**src/rtl/and_gate_bank_pkg.sv**
```systemverilog
// Shared constants for the AND primitive bank.
// No latency: the package holds only compile-time constants.
// No flow control: nothing here carries data.
package and_gate_bank_pkg;

  // Lane count used when the instantiating block does not override WIDTH
  localparam int DEFAULT_WIDTH = 1;

endpackage

```
**src/rtl/and3_gate.sv**
```systemverilog
// 3-input bitwise AND as a two-stage chain of 2-input leaves.
// Zero latency: purely combinational.
// No backpressure: the output follows the inputs continuously.
module and3_gate #(
  parameter int WIDTH = 1
) (
  input  logic [WIDTH-1:0] i_1,
  input  logic [WIDTH-1:0] i_2,
  input  logic [WIDTH-1:0] i_3,
  output logic [WIDTH-1:0] o
);

  logic [WIDTH-1:0] and_12;

  // First stage combines operands 1 and 2
  and_gate #(.WIDTH(WIDTH)) u_and_12 (
    .i_1 (i_1),
    .i_2 (i_2),
    .o   (and_12)
  );

  // Second stage folds in operand 3
  and_gate #(.WIDTH(WIDTH)) u_and_123 (
    .i_1 (and_12),
    .i_2 (i_3),
    .o   (o)
  );

endmodule

```
**src/rtl/and4_gate.sv**
```systemverilog
// 4-input bitwise AND as a balanced tree of 2-input leaves.
// Zero latency: purely combinational, two gate levels deep.
// No backpressure: the output follows the inputs continuously.
module and4_gate #(
  parameter int WIDTH = 1
) (
  input  logic [WIDTH-1:0] i_1,
  input  logic [WIDTH-1:0] i_2,
  input  logic [WIDTH-1:0] i_3,
  input  logic [WIDTH-1:0] i_4,
  output logic [WIDTH-1:0] o
);

  logic [WIDTH-1:0] and_12;
  logic [WIDTH-1:0] and_34;

  // Left branch of the tree
  and_gate #(.WIDTH(WIDTH)) u_and_12 (
    .i_1 (i_1),
    .i_2 (i_2),
    .o   (and_12)
  );

  // Right branch of the tree
  and_gate #(.WIDTH(WIDTH)) u_and_34 (
    .i_1 (i_3),
    .i_2 (i_4),
    .o   (and_34)
  );

  // Root joins the two branches
  and_gate #(.WIDTH(WIDTH)) u_and_root (
    .i_1 (and_12),
    .i_2 (and_34),
    .o   (o)
  );

endmodule

```
**src/rtl/and_gate.sv**
```systemverilog
// Leaf 2-input bitwise AND, one result per lane.
// Zero latency: purely combinational.
// No backpressure: the output follows the inputs continuously.
module and_gate #(
  parameter int WIDTH = 1
) (
  input  logic [WIDTH-1:0] i_1,
  input  logic [WIDTH-1:0] i_2,
  output logic [WIDTH-1:0] o
);

  // A 0 on either operand forces the lane low, even against X
  assign o = i_1 & i_2;

endmodule

```
**src/rtl/and_gate_bank.sv**
```systemverilog
// Bank of 2/3/4-input bitwise ANDs with combinational and registered copies.
// Combinational outputs: 0 cycles; *_q outputs: 1 cycle after the sampling edge.
// No backpressure: en=0 freezes the registers, rst clears them and overrides en.
module and_gate_bank
  import and_gate_bank_pkg::*;
#(
  parameter int WIDTH = DEFAULT_WIDTH
) (
  input  logic             clk,
  input  logic             rst,
  input  logic             en,
  input  logic [WIDTH-1:0] i_1,
  input  logic [WIDTH-1:0] i_2,
  input  logic [WIDTH-1:0] i_3,
  input  logic [WIDTH-1:0] i_4,
  output logic [WIDTH-1:0] o,
  output logic [WIDTH-1:0] o_3,
  output logic [WIDTH-1:0] o_4,
  output logic [WIDTH-1:0] o_q,
  output logic [WIDTH-1:0] o_3_q,
  output logic [WIDTH-1:0] o_4_q
);

  and_gate #(.WIDTH(WIDTH)) u_and2 (
    .i_1 (i_1),
    .i_2 (i_2),
    .o   (o)
  );

  and3_gate #(.WIDTH(WIDTH)) u_and3 (
    .i_1 (i_1),
    .i_2 (i_2),
    .i_3 (i_3),
    .o   (o_3)
  );

  and4_gate #(.WIDTH(WIDTH)) u_and4 (
    .i_1 (i_1),
    .i_2 (i_2),
    .i_3 (i_3),
    .i_4 (i_4),
    .o   (o_4)
  );

  // Output registers: reset beats load, load beats hold
  always_ff @(posedge clk) begin
    if (rst) begin
      o_q   <= '0;
      o_3_q <= '0;
      o_4_q <= '0;
    end else if (en) begin
      o_q   <= o;
      o_3_q <= o_3;
      o_4_q <= o_4;
    end
  end

endmodule

```
**config.mk**
```make
export PLATFORM = sky130hd
export DESIGN_NAME = and_gate_bank
export DESIGN_NICKNAME = d
export VERILOG_FILES = /design/src/rtl/and_gate_bank_pkg.sv /design/src/rtl/and3_gate.sv /design/src/rtl/and4_gate.sv /design/src/rtl/and_gate.sv /design/src/rtl/and_gate_bank.sv
export SDC_FILE = /design/constraint.sdc
export NUM_CORES = 1
export LEC_CHECK = 0
export ABC_CLOCK_PERIOD_IN_PS = 1090
export CORE_AREA = 2 2 39 41
export CTS_BUF_LIST = sky130_fd_sc_hd__clkbuf_16
export CTS_CLUSTER_DIAMETER = 60
export DETAILED_ROUTE_END_ITERATION = 16
export DIE_AREA = 0 0 41 43
export PLACE_DENSITY = 0.35
export REMOVE_ABC_BUFFERS = 1
export SETUP_SLACK_MARGIN = 0.4
export SKIP_CTS_REPAIR_TIMING = 1
export SLEW_MARGIN = 20
export SYNTH_ARGS = -nofsm -noshare
export SYNTH_HDL_FRONTEND = slang
export SYNTH_SLANG_ARGS = --single-unit
```
**constraint.sdc**
```tcl
create_clock -name clk -period 1.09 [get_ports clk]
set_input_delay 0.1635 -clock clk [delete_from_list [all_inputs] [get_ports clk]]
set_output_delay 0.1635 -clock clk [all_outputs]
set_load 0.02 [all_outputs]
```
======== Yosys cells after proc, flatten, opt, wreduce, memory -nomap -nowiden ========
Index checks and enable logic that the tools add are counted.
cells by class
  bitwise logic cells ..................... 4
operators by type and width
  operator           number
  bitwise AND 1 bit  4
storage, ports and cells
  register bits ........................... 3
  input bits .............................. 7
  output and inout bits ................... 6
  logic and storage cells ................. 7

======== Depth between registers and ports, before layout ========
Gate-level depths: netlist of the first run.
  word-level depth ........................ 2
  mapped depth ............................ 2
  mapped depth without buffers ............ 2

======== Cells and area by module ========
A second synthesis of the first run with hierarchy kept.
unflattened totals
  cells, all modules ...................... 15
  area total of the unflattened synthesis .. 138.9 um2
by module, submodules not included
  module         instances  cells each  area an instance (um2)  sequential area each (um2)
  and_gate_bank  1          9           101.3                   60.1
  and_gate       6          1           6.3                     0.0

======== Worst setup path after synthesis of the first run ========
Ideal clock, no wire load.
  kind .................................... register -> register
  start ................................... reg o_4_q (netlist name)
  end ..................................... reg o_4_q
  library setup time ...................... 0.115 ns
  arrival time ............................ 0.667 ns
  required time ........................... 0.975 ns
  path slack .............................. 0.307 ns
  stages on the path, launching flop included .. 3
  buffers on the path ..................... 0
  clock period less this slack ............ 0.783 ns
  cell sequence ........................... dfxtp_1 nor3b_1 a31o_1
RTL lines
  item                  RTL line             source
  end signal, assigned  and_gate_bank.sv:50  o_4_q <= '0;
  end signal, assigned  and_gate_bank.sv:54  o_4_q <= o_4;
  end, declared         and_gate_bank.sv:21  output logic [WIDTH-1:0] o_4_q

======== Worst setup path after layout of the first run ========
  start ................................... reg o_q
  end ..................................... out o_q
RTL lines
  item                    RTL line             source
  start, declared         and_gate_bank.sv:19  output logic [WIDTH-1:0] o_q,
  start signal, assigned  and_gate_bank.sv:52  o_q <= o;
No word-level cell between the ends.

==> metrics.csv, run 1 <==
metric;value;unit
buffer and inverter count on the worst path;1;
sequential area share after synthesis;42.9;%
Worst-path clk slew;0.03;ns
area leader, netlist;dfxtp_1;
# H-tree levels;1;
Setup Skew;0;ns
most frequent cells in the layout;buf_6, buf_4, clkbuf_16, dfxtp_2;
max-cap viol count;0;
Root Driver;clkbuf_16;
Ports;13;
Worst R2R Setup Slack;0.35;ns
compound-gate portion of the synthesized area;13.4;%
mapped cell area;140;sq um
yosys warns;0;
Hold Path Class;input port to flop;
Min-Delay Path Depth;3;
Finished Core Util;31.6;%
fin cells;53;
Placement Setup Slack;-0.595;ns
Clock Tree Buf Depth;2;
reg2reg end;o_4_q;
first-pass GRT wire length;627;microns
Antenna diodes;0;
critical path cell sequence;buf_6;
main combinational cell family by area after synthesis;simple AND/OR/NAND/NOR gates;
Final HPWL DP;351;microns
placed cell area;318;sq um
gr usage total;6.21;%
synthesized flop and latch total;3;
post-route minimum period;0.822;ns
worst rel slew slack;86.6;%
outcome;completed;
initial antenna violation count;0;
Mapped Avg Cell Area;9.34;sq um
Largest delay share family, worst path;flip-flops;
die area;1760;sq um
Leak;0.215;nW
Power Total;0.768;mW
VDD IR max;0.384;mV
multiplexer share of the synthesized area;0;%
worst setup path startpoint;o_q;
total congestion overflow;0;
layout cells sized above 1;70.3;%
Slowest-stage cell, CP;dfxtp_2;
worst-margin pin slew;0.201;ns
final number of hold-violating endpoints;0;
Num CTS Buffers;3;
initial core utilization;10.1;%
clock sink total;3;
achievable frequency;1220;MHz
drt drc;0;
vias in the first global route;157;
row count;14;
DR vias;190;
adder-cell share of the synthesized area;0;%
HP Start;rst;
post-synthesis cell count;15;
starting DRC count in detailed routing;0;
Critical Path End Type;output pin;
RePlAce Congestion;0.500;
commonest non-fill, non-tap cell in the layout;buf_6;
Worst R2R Start;o_4_q;
critical path peak fanout;2;
fin nets;45;
TritonCTS clock tree;built;
DRT Pass-1 Iters;1;
xor/xnor share of the synthesized area;0;%
CP startpoint kind;flop;
Die Y;43;microns
Critical Path AT;0.66;ns
drt total wl;459;microns
RSZ-0062 raised after global routing;true;
PnR worst setup slack;0.268;ns
area of the core;1380;sq um
Die X;41;microns
WS Path Type;flop to output pin;
Placed Cells;48;
pwr dens;1760;nW/um^2
WHS Endpoint;o_q;
synthesis-to-finish area growth;212;%
routed len/inst;8.66;microns
final worst-path cycle share;75.4;%
Clk Latency, worst-skew pair;0.22;ns
slowest stage delay, CP;0.32;ns
post-synth cell types;11;
cells on worst reg2reg path;2;
simple-gate share of the synthesized area;41.1;%
Final ANT Viol Nets;0;
Synth top area share;42.9;%
IO Port Bufs;12;
top cells by area, synth;dfxtp_1, nand2b_1, and4_4;
pin count of the biggest net entering global routing;7;
Final Max Tran Viols;0;
cell area after layout;437;sq um
final setup vio count;0;
CP required;0.93;ns
drt via density;3.58;
-- worst max-delay path by stage --
stage             to  slack, ns  cells after the start
3_3_place_gp     o_4      -0.59                      3
5_1_grt          o_q       0.25                      1
4_1_cts          o_4      -0.60                      3
6_report         o_q       0.27                      1
2_1_floorplan  o_4_q       0.31                      2
3_5_place_dp     o_4      -0.59                      3
-- flip-flops by register name (all words and copies together), names as in the netlist --
name   cells
o_q        1
o_3_q      1
o_4_q      1
-- area by class of cell --
type                    instances  area, sq um
inverters                       1         3.75
well taps                      16         20.0
repair buffers                 18          184
clock inverters                 1         3.75
clock buffers                   3         75.1
multi-input cells              11         86.3
fillers                       150          947
flip-flops and latches          3         63.8
-- per-stage QoR --
step	hold WS, ns	TNS, ns
2_1_floorplan	0.233	0
3_3_place_gp	0.455	-1.78
3_5_place_dp	0.464	-1.83
4_1_cts	0.471	-2.32
5_1_grt	0.310	0
6_report	0.288	0
-- worst register-to-register path, cell delays in order, from the launching register on --
cell,delay [ns]
dfxtp_2,0.31
nor3b_2,0.14
a31o_1,0.18
-- synth_stat cells --
library cell  number
dfxtp_1            3
and3_2             1
nand4_1            1
and2_2             1
a31o_1             1
nor3b_1            1
nand3_1            1
inv_1              1
a21oi_1            2
nand2b_1           2
and4_4             1
-- routing by layer --
layer / global-route usage (%) / wire length, microns / vias up
met3: 4.71 / 87 / 0
met5: 0 / 0 / -
li1: - / - / 98
met1: 7.67 / 181 / 77
met4: 8.00 / 0 / 0
met2: 5.31 / 190 / 15
-- cell families (layout without fill, tap and decap cells) --
group,count (synthesis),in the layout
AND/OR/NAND/NOR,8,8
AO/OA/AOI/OAI,3,3
flip-flops,3,3
buffers and inverters,1,23
-- where the power goes --
group / switching (mW) / internal, mW
Sequential: 0.00191 / 0.114
Clock: 0.0970 / 0.473
Combinational: 0.0303 / 0.0517
Total: 0.129 / 0.638
Power figures use the tool's default switching activity.
==> inputs of run 2 (changes only) <==
- ABC_CLOCK_PERIOD_IN_PS: 1090 -> 800
- clock period: 1.09 -> 0.8 ns (I/O delays scaled with it)
==> run 2 against run 1 <==
- die area did not move
- first-iteration DRC count did not move
- critical endpoint unchanged
- combinational power rose by 41%
- cell area rose by 1.4%
- cell count rose by 1.9%
- clock power rose by 35%
- largest power group unchanged
==> metrics.csv, run 2 (synthesis gave the netlist of run 1 again) <==
metric;value;unit;change
outcome;completed;;unchanged
footprint of the multi-input gates;81.3;sq um;was 86.3 sq um
critical path cell sequence;buf_6;;unchanged
routed len/inst;8.96;microns;was 8.66 microns
DRT Pass-1 Iters;1;;unchanged
Root Driver;clkbuf_16;;unchanged
drt via density;3.50;;was 3.58
Clock Tree Buf Depth;2;;unchanged
Final Max Tran Viols;0;;unchanged
critical path peak fanout;2;;unchanged
# H-tree levels;1;;unchanged
Placed Cells;50;;was 48
WS Path Type;flop to output pin;;unchanged
Leak;0.228;nW;was 0.215 nW
fin nets;46;;was 45
pwr dens;2360;nW/um^2;was 1760 nW/um^2
TritonCTS clock tree;built;;unchanged
Num CTS Buffers;3;;unchanged
Clk Latency, worst-skew pair;0.22;ns;about the same
gr usage total;6.31;%;was 6.21%
max-cap viol count;0;;unchanged
IO Port Bufs;12;;unchanged
Largest delay share family, worst path;flip-flops;;unchanged
Placement Setup Slack;-0.793;ns;was -0.595 ns
total congestion overflow;0;;unchanged
most frequent cells in the layout;buf_6, buf_4, clkbuf_16, dlymetal6s2s_1, dfxtp_2;;was buf_6, buf_4, clkbuf_16, dfxtp_2
RePlAce Congestion;0.505;;was 0.500
starting DRC count in detailed routing;0;;unchanged
die area;1760;sq um;unchanged
Finished Core Util;32.0;%;was 31.6%
CP required;0.68;ns;was 0.93 ns
initial core utilization;10.1;%;unchanged
drt drc;0;;unchanged
worst-margin pin slew;0.200;ns;was 0.201 ns
initial antenna violation count;0;;unchanged
first-pass GRT wire length;717;microns;was 627 microns
fillers;158;;was 150
final number of hold-violating endpoints;0;;unchanged
Setup Skew;0;ns;unchanged
vias in the first global route;184;;was 157
CP startpoint kind;flop;;unchanged
final setup vio count;0;;unchanged
Worst-path clk slew;0.03;ns;about the same
synthesis-to-finish area growth;216;%;was 212%
fin cells;54;;was 53
clock sink total;3;;unchanged
Ports;13;;unchanged
Slowest-stage cell, CP;dfxtp_2;;unchanged
post-route minimum period;0.777;ns;
biggest regs;o_3_q (1), o_4_q (1), o_q (1);;unchanged
Critical Path End Type;output pin;;unchanged
Die Y;43;microns;unchanged
commonest non-fill, non-tap cell in the layout;buf_6;;unchanged
final worst-path cycle share;97.1;%;
achievable frequency;1290;MHz;
Hold Path Class;input port to flop;;unchanged
Die X;41;microns;unchanged
RSZ-0062 raised after global routing;true;;unchanged
DR vias;189;;was 190
row count;14;;unchanged
TNS Setup;0;ns;unchanged
PnR worst setup slack;0.0235;ns;was 0.268 ns
buffer and inverter count on the worst path;1;;unchanged
slowest stage delay, CP;0.32;ns;about the same
FF+latch area;63.8;sq um;unchanged
area of the core;1380;sq um;unchanged
Antenna diodes;0;;unchanged
VDD IR max;0.667;mV;was 0.384 mV
pin count of the biggest net entering global routing;7;;unchanged
worst rel slew slack;86.6;%;about the same
Critical Path AT;0.66;ns;about the same
layout cells sized above 1;65.8;%;was 70.3%
drt total wl;484;microns;was 459 microns
Final ANT Viol Nets;0;;unchanged
## run 2: path summary, 6_finish.rpt
check | start | to | slack (ns) | cells past startpoint
min | rst | o_3_q | 0.23 | 3
min reg2reg | o_3_q | o_3_q | 0.58 | 3
max | o_q | o_q | 0.02 | 1
max reg2reg | o_4_q | o_4_q | 0.07 | 2
## run 2: layout make-up
cell class	instances	area share, %
inverter	1	0.847
clock inverter	1	0.847
sequential	3	14.4
tap	16	4.52
clock buffer	3	16.9
timing repair buffer	19	44.1
multi-input combinational	11	18.4
## run 2: power by group
| part | total (mW) | switching [mW] | leakage, nW | internal, mW |
|---|---|---|---|---|
| Combinational | 0.116 | 0.0412 | 0.159 | 0.0743 |
| Clock | 0.771 | 0.128 | 0.0423 | 0.644 |
| Sequential | 0.158 | 0.00254 | 0.0258 | 0.155 |
| Total | 1.04 | 0.171 | 0.228 | 0.873 |
## run 2: per-stage QoR
step	hold slack (ns)	area, sq um	total power [mW]
3_3_place_gp	0.568	333	0.265
3_5_place_dp	0.581	333	0.266
5_1_grt	0.252	443	1.09
2_1_floorplan	0.189	140	0.185
6_report	0.233	443	1.04
4_1_cts	0.578	412	1.05
## run 2: per-layer routing
layer | up-vias | share of wire, % | routed length, microns | track usage, %
met1 | 76 | 42 | 205 | 8.28
met5 | - | 0 | 0 | 0
met3 | 0 | 14 | 68 | 3.14
met4 | 0 | 0 | 0 | 4.00
met2 | 13 | 43 | 210 | 7.81
li1 | 100 | - | - | -
==> inputs of run 3 (changes only) <==
- SLEW_MARGIN: 20 -> not set
==> results of run 3 <==
No change in the layout: final DEF, timing and power equal those of run 2.
